`src/rtl/fp_normalize_pipe.sv`:
```
// fp_normalize_pipe: two-stage post-add normalizer (stage A decides shift/exponent, stage B shifts).
// Optional build macro NORM_LZC_CHECK_EN adds a sticky recount check of the incoming LZC value.
module fp_normalize_pipe #(
    parameter int MANT_W = 28,
    parameter int CNT_W  = 5,
    parameter int EXP_W  = 8
) (
    input  logic              clk,
    input  logic              rst_n,
    input  logic              in_valid,
    output logic              in_ready,
    input  logic              in_sign,
    input  logic [EXP_W-1:0]  in_exp,
    input  logic [MANT_W-1:0] in_mant,
    input  logic [CNT_W-1:0]  in_lzc,
    input  logic              in_zero,
    output logic              out_valid,
    input  logic              out_ready,
    output logic              out_sign,
    output logic [EXP_W-1:0]  out_exp,
    output logic [MANT_W-1:0] out_mant,
    output logic              out_zero,
    output logic              out_denorm,
    output logic              lzc_err
);
    localparam int CW = (EXP_W > CNT_W) ? EXP_W : CNT_W;

    logic              r_a_valid;
    logic              r_a_sign;
    logic              r_a_zero;
    logic              r_a_denorm;
    logic [EXP_W-1:0]  r_a_exp;
    logic [MANT_W-1:0] r_a_mant;
    logic [CNT_W-1:0]  r_a_sh;

    logic [CW-1:0]     w_lzc_x;
    logic [CW-1:0]     w_exp_x;
    logic [CNT_W-1:0]  w_sh;
    logic [EXP_W-1:0]  w_e;
    logic              w_dn;
    logic              w_b_free;
    logic              w_accept;
    logic [MANT_W-1:0] w_b_mant;

    assign w_b_free = !out_valid || out_ready;
    assign in_ready = !r_a_valid || w_b_free;
    assign w_accept = in_valid && in_ready;
    assign w_b_mant = r_a_zero ? '0 : (r_a_mant << r_a_sh);

    // Choose shift and exponent; clamp to a denormal instead of letting the exponent go below 1.
    always_comb begin
        w_lzc_x = CW'(in_lzc);
        w_exp_x = CW'(in_exp);
        w_sh    = '0;
        w_e     = '0;
        w_dn    = 1'b0;
        if (in_zero) begin
            w_dn = 1'b0;
        end else if (w_lzc_x < w_exp_x) begin
            w_sh = in_lzc;
            w_e  = EXP_W'(w_exp_x - w_lzc_x);
        end else if (in_exp != '0) begin
            w_sh = CNT_W'(w_exp_x - CW'(1));
            w_dn = 1'b1;
        end else begin
            w_dn = 1'b1;
        end
    end

    // Stage A: capture the beat together with its shift decision.
    always_ff @(posedge clk or negedge rst_n) begin
        if (!rst_n) begin
            r_a_valid  <= 1'b0;
            r_a_sign   <= 1'b0;
            r_a_zero   <= 1'b0;
            r_a_denorm <= 1'b0;
            r_a_exp    <= '0;
            r_a_mant   <= '0;
            r_a_sh     <= '0;
        end else if (in_ready) begin
            r_a_valid <= in_valid;
            if (in_valid) begin
                r_a_sign   <= in_sign;
                r_a_zero   <= in_zero;
                r_a_denorm <= w_dn;
                r_a_exp    <= w_e;
                r_a_mant   <= in_mant;
                r_a_sh     <= w_sh;
            end
        end
    end

    // Stage B: apply the shift; outputs hold while the consumer stalls.
    always_ff @(posedge clk or negedge rst_n) begin
        if (!rst_n) begin
            out_valid  <= 1'b0;
            out_sign   <= 1'b0;
            out_exp    <= '0;
            out_mant   <= '0;
            out_zero   <= 1'b0;
            out_denorm <= 1'b0;
        end else if (w_b_free) begin
            out_valid <= r_a_valid;
            if (r_a_valid) begin
                out_sign   <= r_a_sign;
                out_exp    <= r_a_exp;
                out_mant   <= w_b_mant;
                out_zero   <= r_a_zero;
                out_denorm <= r_a_denorm;
            end
        end
    end

`ifdef NORM_LZC_CHECK_EN
    logic [CNT_W-1:0] w_recount;
    logic             w_found;
    logic             w_bad;

    // Independent leading-zero recount of the incoming mantissa.
    always_comb begin
        w_recount = '0;
        w_found   = 1'b0;
        for (int i = MANT_W - 1; i >= 0; i--) begin
            if (in_mant[i]) w_found = 1'b1;
            else if (!w_found) w_recount = w_recount + 1'b1;
        end
        w_bad = (in_zero != (in_mant == '0)) || (!in_zero && (w_recount != in_lzc));
    end

    // Sticky error flag, cleared only by reset.
    always_ff @(posedge clk or negedge rst_n) begin
        if (!rst_n) lzc_err <= 1'b0;
        else if (w_accept && w_bad) lzc_err <= 1'b1;
    end
`else
    logic w_unused;
    assign w_unused = w_accept;
    assign lzc_err  = 1'b0;
`endif
endmodule

```
`config.mk`:
```
export PLATFORM = sky130hd
export DESIGN_NAME = fp_normalize_pipe
export DESIGN_NICKNAME = d
export VERILOG_FILES = /design/src/rtl/fp_normalize_pipe.sv
export SDC_FILE = /design/constraint.sdc
export NUM_CORES = 1
export LEC_CHECK = 0
export ABC_AREA = 1
export BUFFER_PORTS_ARGS = -buffer_cell sky130_fd_sc_hd__buf_2
export CORE_MARGIN = 2
export CORE_UTILIZATION = 40
export CTS_CLUSTER_DIAMETER = 30
export CTS_CLUSTER_SIZE = 16
export DETAILED_ROUTE_END_ITERATION = 8
export GPL_TIMING_DRIVEN = 0
export PLACE_DENSITY = 0.68
export SYNTH_ARGS = -nofsm -noshare
export SYNTH_HDL_FRONTEND = slang
export SYNTH_SLANG_ARGS = --single-unit
```
`constraint.sdc`:
```
create_clock -name clk -period 2.3 [get_ports clk]
set_input_delay 0.115 -clock clk [delete_from_list [all_inputs] [get_ports clk]]
set_output_delay 0.115 -clock clk [all_outputs]
set_load 0.02 [all_outputs]
```
==> impl_results.md <==
- Core area: 12,500 um2
- Cts hold-fix bufs: 29
- Clock skew: 0.00844 ns
- Yosys top cell area share: 0.418
- HPWL after DPL: 11,200 um
- Final hold vios: 0
- Count leader, synth: nand2_1
- Drt wl/cell: 15.0 um
- First-pass GRT wire length: 23,600 um
- Cell variety after synth: 38
- #FFs+latches synth: 85
- WHS Endpoint: r_a_mant[3]$_DFFE_PN0P_
- Syn Nets: 727
- Slew Limit Fails: 0
- FFs w/ async S/R, synth: 1.00
- Height of the die: 117 um
- DR vias: 5,007
- Die Area: 13,600 um2
- Cell taking the most area after synthesis: dfrtp_1
- Setup Buffers After CTS: 0
- YS warnings: 0
- CP Capture Type: flop
- Post-synthesis cell area: 5090 um2
- IO Port Bufs: 87
- Clock sinks: 85
- RSZ-0062 raised after global routing: no
- PostCTS Resize Cnt: 0
- Starting density of the core: 0.406
- Die X: 117 um
- Startpoint types: flop
- H-tree depth: 3
- IO Count: 89
- Share of cells above drive strength 1: 0.230
- DR WL met2: 6570 um
- Setup TNS: 0 ns
- Required time worst endpoint: 2.52 ns
- Mapped Cells: 672
- Placed cells: 932
- Least-Margin Pin Slew: 0.555 ns
- Pre-Repair DR Iteration Count: 5
- Clk Latency, worst-skew pair: 0.34 ns
- Worst R2R Setup Slack: 0.72 ns
- GRT Overall Usage: 0.224
- Register area share after synthesis: 0.418
- Top routing layer in use: met4
- Largest net degree at the start of global routing: 51
- Post-synth EDFFs: 0
- CTS root buf: clkbuf_16
- Total Wirelength: 14,700 um
- Critical path type: reg -> reg
- Finished Layout Cells: 977
- Critical path fanouts, max: 10
- WL met3: 762 um
- Nets: 855
- Final worst-path cycle share: 0.689
- Detailed Route Iter0 Violations: 391
- Outcome: complete, no violations
- Final core utilization: 0.509
- Antenna violations before repair: 0
- Post-Syn Area per Cell: 7.57 um2
- Antenna diodes: 0
- Gp weighted congestion: 0.916
- Arrival time at the worst endpoint: 1.80 ns
- Worst-path clk slew: 0.06 ns
- Max Buffers Root-to-Sink: 2
- Slew margin rel.: 0.630
- R2R depth: 7
- Fmax: 0.631 GHz
- Fin crit period: 1.58 ns
- CTS tree: yes
- Commonest cells in the netlist: 244 x nand2_1, 169 x nand3_1, 85 x dfrtp_1
- # DRC: 0
- Setup Viol. Count Final: 0
- Pwr dens: 845 nW/um2
- Total CTS buffers: 9
- Area Growth Syn to Fin: 25.2%
- Worst reg2reg endpoint: out_mant[14]$_DFFE_PN0P_
- Met1 wire length: 6860 um
- Worst Hold Class: in -> reg
- Worst r2r src: r_a_sh[1]$_DFFE_PN0P_
- Max-cap violations: 0
- Row Count: 41
- Top cells by area, synth: dfrtp_1 42%, nand2_1 18%, nand3_1 17%
- Total global routing overflow: 0
- Main flop type after synthesis: dfrtp_1
- Drt via density: 5.12
- Peak supply drop: 0.413 mV
- Hold path depth: 3
- Worst hold start: in_mant[3]
- Number of global-route vias before repair: 4,667
- Leak Pwr: 3.33 nW
- Final ANT Viol Nets: 0
-- through the flow --
step / hold slack, ns / instance area, um2 / total power, mW / worst slack (ns)
floorplan: -0.181 / 5090 / 3.24 / 0.834
global placement: 0.310 / 5740 / 3.85 / 0.400
detailed placement: 0.114 / 5770 / 3.86 / 0.528
CTS: 0.00401 / 6370 / 5.39 / 0.761
global route: 0.0217 / 6370 / 5.70 / 0.629
finish: 0.00878 / 6370 / 5.38 / 0.716
-- power by group --
part,switching [mW],internal [mW],total [mW]
logic,1.25,0.663,1.91
clock network,0.609,0.876,1.49
registers,0.199,1.78,1.98
total,2.06,3.32,5.38
-- worst max-delay path, stage by stage, from the launching register on --
cell and delay [ns]:
dfrtp_1 0.38, inv_1 0.07, buf_2 0.28, nand3_1 0.18, nand3_1 0.10, nand2_1 0.12, o211ai_1 0.26, nand2_1 0.08
-- per-layer routing --
layer,up-vias,track usage
li1,2471,-
met1,2353,0.316
met2,150,0.345
met3,33,0.0363
met4,0,0.0894
met5,-,0
-- cell families after synthesis --
logic type	synth area share
AND/OR/NAND/NOR	0.442
flip-flops	0.418
buffers and inverters	0.0731
AO/OA/AOI/OAI	0.0342
adder cells (fa/ha/maj)	0.0212
XOR/XNOR	0.0103
other	0.000737
-- cell type report --
class | count | area (um2)
tap | 172 | 215
sequential | 85 | 2130
fill | 1259 | 6150
buffer | 37 | 259
multi-input combinational | 522 | 2590
inverter | 28 | 113
clock buffer | 10 | 239
clock inverter | 6 | 70.1
timing repair buffer | 117 | 756
-- cells in the final DEF, fill, tap and decap left out, drive strengths merged --
| master | instances |
|---|---|
| o21a | 1 |
| a21oi | 5 |
| dfrtp | 85 |
| nand4 | 6 |
| o22ai | 1 |
| a22o | 3 |
| nor3 | 3 |
| nor2 | 17 |
| fa | 1 |
| xor2 | 1 |
| a22oi | 2 |
| buf | 119 |
| clkinv | 1 |
| o211ai | 1 |
| clkbuf | 16 |
| or2 | 2 |
| xnor2 | 5 |
| o21ai | 15 |
| clkinvlp | 3 |
| ha | 7 |
| dlygate4sd3 | 29 |
| nand2 | 264 |
| bufinv | 1 |
| inv | 29 |
| conb | 1 |
| nand3 | 186 |
| and2 | 1 |
-- worst max path at each step --
| stage | from | end | slack, ns | cells past startpoint |
|---|---|---|---|---|
| 2_1_floorplan | in_exp[0] | r_a_exp[6]$_DFFE_PN0P_ | 0.83 | 12 |
| 3_3_place_gp | rst_n | out_mant[10]$_DFFE_PN0P_ | 0.40 | 1 |
| 3_5_place_dp | in_exp[0] | r_a_exp[6]$_DFFE_PN0P_ | 0.53 | 13 |
| 4_1_cts | r_a_sh[1]$_DFFE_PN0P_ | out_mant[14]$_DFFE_PN0P_ | 0.76 | 7 |
| 5_1_grt | r_a_sh[2]$_DFFE_PN0P_ | out_mant[21]$_DFFE_PN0P_ | 0.63 | 6 |
| 6_report | r_a_sh[1]$_DFFE_PN0P_ | out_mant[14]$_DFFE_PN0P_ | 0.72 | 7 |
-- registers in the layout, summed over array words and instances (netlist names) --
name        count
out_exp         8
r_a_denorm      1
r_a_mant       28
out_mant       28
r_a_exp         8
r_a_zero        1
out_valid       1
out_denorm      1
r_a_sign        1
r_a_valid       1
out_zero        1
out_sign        1
r_a_sh          5
No activity file was read; power rests on OpenSTA's default activity.
